**config.mk**
```make
export PLATFORM = sky130hd
export DESIGN_NAME = addsub_seq
export DESIGN_NICKNAME = d
export VERILOG_FILES = /design/src/rtl/addsub_seq.sv
export SDC_FILE = /design/constraint.sdc
export NUM_CORES = 1
export LEC_CHECK = 0
export CAP_MARGIN = 10
export CORE_MARGIN = 8
export CORE_UTILIZATION = 35
export CTS_CLUSTER_SIZE = 12
export DETAILED_ROUTE_END_ITERATION = 8
export PLACE_DENSITY = 0.68
export RECOVER_POWER = 25
export SLEW_MARGIN = 0
export SYNTH_ARGS = -nofsm -noshare
export SYNTH_HDL_FRONTEND = slang
export SYNTH_SLANG_ARGS = --single-unit
export TNS_END_PERCENT = 5
```
**constraint.sdc**
```tcl
create_clock -name clk -period 6.2 [get_ports clk]
set_clock_uncertainty 0.1 [all_clocks]
set_input_delay 1.55 -clock clk [delete_from_list [all_inputs] [get_ports clk]]
set_output_delay 1.55 -clock clk [all_outputs]
set_load 0.005 [all_outputs]
```
**src/rtl/addsub_seq.sv**
```systemverilog
// -----------------------------------------------------------------------------
// addsub_seq -- chunk-serial adder/subtractor.
//
// Computes x+y (sub=0) or x-y (sub=1) CHUNK bits per cycle. An accepted start
// latches the operands; N = WIDTH/CHUNK RUN cycles later the completed result
// is published together with carry, signed overflow and zero flags, and done
// pulses for one cycle. Results hold until the next completed operation.
//
// Ports
//   clk    in   1      clock, rising edge
//   rst    in   1      synchronous active-high reset
//   start  in   1      request a new operation (honoured only when idle)
//   sub    in   1      0 = x+y, 1 = x-y; sampled with start
//   x      in   WIDTH  operand A
//   y      in   WIDTH  operand B
//   busy   out  1      operation in progress (RUN or DONE)
//   done   out  1      one-cycle pulse, results valid
//   s      out  WIDTH  result
//   cout   out  1      carry out of the MSB (sub: 1 = no borrow)
//   ovf    out  1      signed two's-complement overflow
//   zero   out  1      result is all zeros
// -----------------------------------------------------------------------------
module addsub_seq #(
  parameter int WIDTH = 16,
  parameter int CHUNK = 4
) (
  input  logic             clk,
  input  logic             rst,
  input  logic             start,
  input  logic             sub,
  input  logic [WIDTH-1:0] x,
  input  logic [WIDTH-1:0] y,
  output logic             busy,
  output logic             done,
  output logic [WIDTH-1:0] s,
  output logic             cout,
  output logic             ovf,
  output logic             zero
);

  localparam int N     = WIDTH / CHUNK;
  localparam int CNT_W = (N > 1) ? $clog2(N) : 1;

  typedef enum logic [1:0] {IDLE, RUN, DONE} state_t;

  state_t             state_q;
  logic [WIDTH-1:0]   x_q;       // operand A, shifted right one chunk per RUN cycle
  logic [WIDTH-1:0]   y_q;       // operand B, shifted likewise
  logic [WIDTH-1:0]   res_q;     // partial result, filled from the top down
  logic               sub_q;
  logic               carry_q;
  logic [CNT_W-1:0]   cnt_q;
  logic               busy_q;
  logic               done_q;
  logic [WIDTH-1:0]   s_q;
  logic               cout_q;
  logic               ovf_q;
  logic               zero_q;

  // Datapath for the chunk currently at the bottom of the operand shifters.
  logic [CHUNK-1:0]   a_chunk;
  logic [CHUNK-1:0]   b_chunk;
  logic [CHUNK:0]     sum_chunk;
  logic [WIDTH-1:0]   res_d;
  logic               msb_cin;
  logic               last_chunk;

  always_comb begin
    a_chunk    = x_q[CHUNK-1:0];
    b_chunk    = y_q[CHUNK-1:0] ^ {CHUNK{sub_q}};
    sum_chunk  = {1'b0, a_chunk} + {1'b0, b_chunk} + {{CHUNK{1'b0}}, carry_q};
    // Newest chunk enters at the top; after N shifts chunk 0 sits at bit 0.
    res_d      = (res_q >> CHUNK) | (WIDTH'(sum_chunk[CHUNK-1:0]) << (WIDTH - CHUNK));
    // Carry into the chunk MSB recovered from the full-adder identity
    // s = a ^ b ^ cin; on the last chunk this is the carry into bit WIDTH-1.
    msb_cin    = a_chunk[CHUNK-1] ^ b_chunk[CHUNK-1] ^ sum_chunk[CHUNK-1];
    last_chunk = (cnt_q == CNT_W'(N - 1));
  end

  always_ff @(posedge clk) begin
    if (rst) begin
      state_q <= IDLE;
      x_q     <= '0;
      y_q     <= '0;
      res_q   <= '0;
      sub_q   <= 1'b0;
      carry_q <= 1'b0;
      cnt_q   <= '0;
      busy_q  <= 1'b0;
      done_q  <= 1'b0;
      s_q     <= '0;
      cout_q  <= 1'b0;
      ovf_q   <= 1'b0;
      zero_q  <= 1'b0;
    end else begin
      case (state_q)
        IDLE: begin
          done_q <= 1'b0;
          if (start) begin
            x_q     <= x;
            y_q     <= y;
            sub_q   <= sub;
            carry_q <= sub;     // +1 of the two's-complement negation
            cnt_q   <= '0;
            res_q   <= '0;
            busy_q  <= 1'b1;
            state_q <= RUN;
          end
        end
        RUN: begin
          x_q     <= x_q >> CHUNK;
          y_q     <= y_q >> CHUNK;
          res_q   <= res_d;
          carry_q <= sum_chunk[CHUNK];
          cnt_q   <= cnt_q + 1'b1;
          if (last_chunk) begin
            state_q <= DONE;
            done_q  <= 1'b1;
            s_q     <= res_d;
            cout_q  <= sum_chunk[CHUNK];
            ovf_q   <= msb_cin ^ sum_chunk[CHUNK];
            zero_q  <= (res_d == '0);
          end
        end
        DONE: begin
          done_q  <= 1'b0;
          busy_q  <= 1'b0;
          state_q <= IDLE;
        end
        default: begin
          state_q <= IDLE;
          done_q  <= 1'b0;
          busy_q  <= 1'b0;
        end
      endcase
    end
  end

  assign busy = busy_q;
  assign done = done_q;
  assign s    = s_q;
  assign cout = cout_q;
  assign ovf  = ovf_q;
  assign zero = zero_q;

endmodule

```
==> flow_summary.toml <==
[run_status]
status = "finished with violations"
violations = "max-capacitance violations, max-slew violations"

[cts]
cts.sinks = 71
cts_made_buffers = 9
clock-root-buffer = "clkbuf_8"
clock_path_buffers = 2
cts_tree = "done"
clk_pin_slew_ns = 0.08
cts-hold-fix-buffers = 0
cts_setup_buffers = 0
cts_resized = 0
clk_latency_ns = 0.33
htree_num_levels = 3

[floorplan]
die_h_um = 106
core-area_um2 = 8050
fp.dieArea_um2 = 11300
start_util_pct = 35.4
io-pin-count = 57
die_w_um = 106
core.rowCount = 33

[critical_path]
critPathCaptureType = "flop"
path_class = "in -> reg"
r2r_slack_ns = 3.09
rr_startpoint = "state_q[0]$_SDFFE_PP0P_"
cp.arrival_ns = 4.26
cp_slowest_stage_delay_ns = 1.34
worstPathCellList = "buf_2 -> clkbuf_1 -> nor2_1 -> a22o_1"
crit_slowest_cell = "clkbuf_1"
critPathTopFamily = "buffers and inverters"
cp-start-kind = "input port"
critPathBufInv = 2
crit_fanout = 42
critPathRequiredTime_ns = 6.32
startpoint = "rst"

[power_and_ir_drop]
fin_total_pwr_mw = 1.13
power.static_leakage_nw = 1.40
vdd_drop_max_v = 0.000122
pwr_density_cell_nw_per_um2 = 305

[drt]
routed_wl_mm = 6.70
vias = 2378
drc = 0
drtAntennaViolNets = 0
m1WireLength_mm = 3.17
viasPerCell = 4.90
met2_length_mm = 3.05
drtIter0Drc = 81
drt_pre_antenna_iters = 4
routed.top_layer = "met4"
wl_met3_um = 411
wl_per_cell_um = 13.8

[sta]
finalHoldViolCount = 0
worstMarginPinSlew_ns = 1.81
holdWs_ns = 0.356
rsz0062_at_grt = "no"
fmax_mhz = 242
fin_crit_ns = 4.14
finalCritPeriodShare_pct = 66.8
fin_ws_ns = 2.06
setup_tns_ns = 0
finalMaxSlewViolations = 43
slew_headroom_pct = -20.5
setup_viol = 0

[grt]
grt_max_degree = 50
antenna_found_initial = 0
grt_pass1_wl_mm = 11.5
grt_usage_pct = 12.5
overflow = 0
grt_pass1_vias = 2427

[synthesis]
dominantRegCellSynth = "dfxtp_1"
synthTopCellsByCount = "nand2_1 (79), dfxtp_1 (71), nor2_1 (47)"
yosysMostFrequentCell = "nand2_1"
synth_top_cell_by_area = "dfxtp_1"
synth_warnings = 0
postSynthAreaPerCell_um2 = 8.65
syn_inst = 330
ys_ff_latch = 71
syn_nets = 372
synth_edf_count = 0
synth_cell_types = 33
syn_area_um2 = 2850
seq_area_frac_synth_pct = 49.8
synth.top_cell.area_share_pct = 49.8
async_flop_share_pct = 0
synthTopCellsByArea = "dfxtp_1 (50%), nand2_1 (10%), a311oi_1 (7.4%), nor2_1 (6.2%), a22o_1 (4.6%)"

[placed_design]
gp_congestion = 0.795
dp_cells = 469
post-place-ws_ns = 2.40
dpl.hpwl_mm = 4.79
place_area_um2 = 3450
numPortBuffers = 56

[cells_and_area]
drive_gt1_share_pct = 5.26
post-route-util_pct = 46.0
nets = 417
n_antenna_cell = 0
design_area_um2 = 3700
instances_no_fill = 485
areaGrowthSynthToFinish_pct = 29.7

[hold_path]
hold_path_class = "reg -> reg"
worstHoldStart = "s[9]$_SDFFE_PP0P_"

[flow_run]
maxCapViolCount = 1
## report_power, final
| group | switching, mW | internal, mW | total (mW) |
|---|---|---|---|
| registers | 0.0204 | 0.484 | 0.504 |
| logic | 0.0824 | 0.0678 | 0.150 |
| clock network | 0.166 | 0.307 | 0.474 |
| total | 0.269 | 0.859 | 1.13 |
## flip-flops by register name (all words and copies together) (netlist names)
name and count:
done 1, carry_q 1, zero 1, s 16, y_q 16, cnt_q 2
ovf 1, res_q 12, state_q 2, x_q 16, busy 1, sub_q 1
cout 1
## cell families (layout without fill, tap and decap cells)
kind of cell,after synthesis,in the layout,synth area share [%]
and+or+nand+nor,142,142,20.3
AOI/OAI and AO/OA,74,74,19.8
DFF,71,71,49.8
buffers and inverters,30,80,4.78
xor gates and xnor gates,7,7,2.15
adders and majority gates,6,6,3.16
## per-layer routing
layer | vias up | GRT usage (%)
li1 | 1226 | -
met1 | 1090 | 15.2
met2 | 57 | 19.7
met3 | 5 | 4.05
met4 | 0 | 5.73
met5 | - | 0
## worst paths after layout
kind / endpoint / depth (start not counted)
max: res_q[15]$_SDFFE_PP0P_ / 4
min: s[9]$_SDFFE_PP0P_ / 2
max reg2reg: zero$_SDFFE_PP0P_ / 5
min reg2reg: s[9]$_SDFFE_PP0P_ / 2
## worst reg2reg max path: stages (launching register included)
cell and delay, ns:
dfxtp_1 0.40, nor2b_2 0.16, clkbuf_1 1.00, and2_0 0.89
nand2b_1 0.15, o41ai_2 0.30
## layout by cell type, fill, tap and decap left out, drive strengths merged, types with 2 or more instances in the layout
cell,instances
a211oi,3
a21o,2
a21oi,20
a22o,15
a22oi,5
a311oi,24
buf,2
bufinv,4
clkbuf,12
clkdlybuf4s50,54
dfxtp,71
fa,2
ha,4
inv,5
nand2,79
nand2b,5
nor2,47
nor3,2
or4,2
xnor2,2
xor2,5
## area by class of cell
class | count | area [µm²]
Fill cell | 811 | 4350
Multi-Input combinational cell | 229 | 1300
Inverter | 5 | 18.8
Sequential cell | 71 | 1420
Timing Repair Buffer | 59 | 571
Clock inverter | 6 | 133
Tap cell | 105 | 131
Clock buffer | 10 | 128
Power figures use the tool's default switching activity.
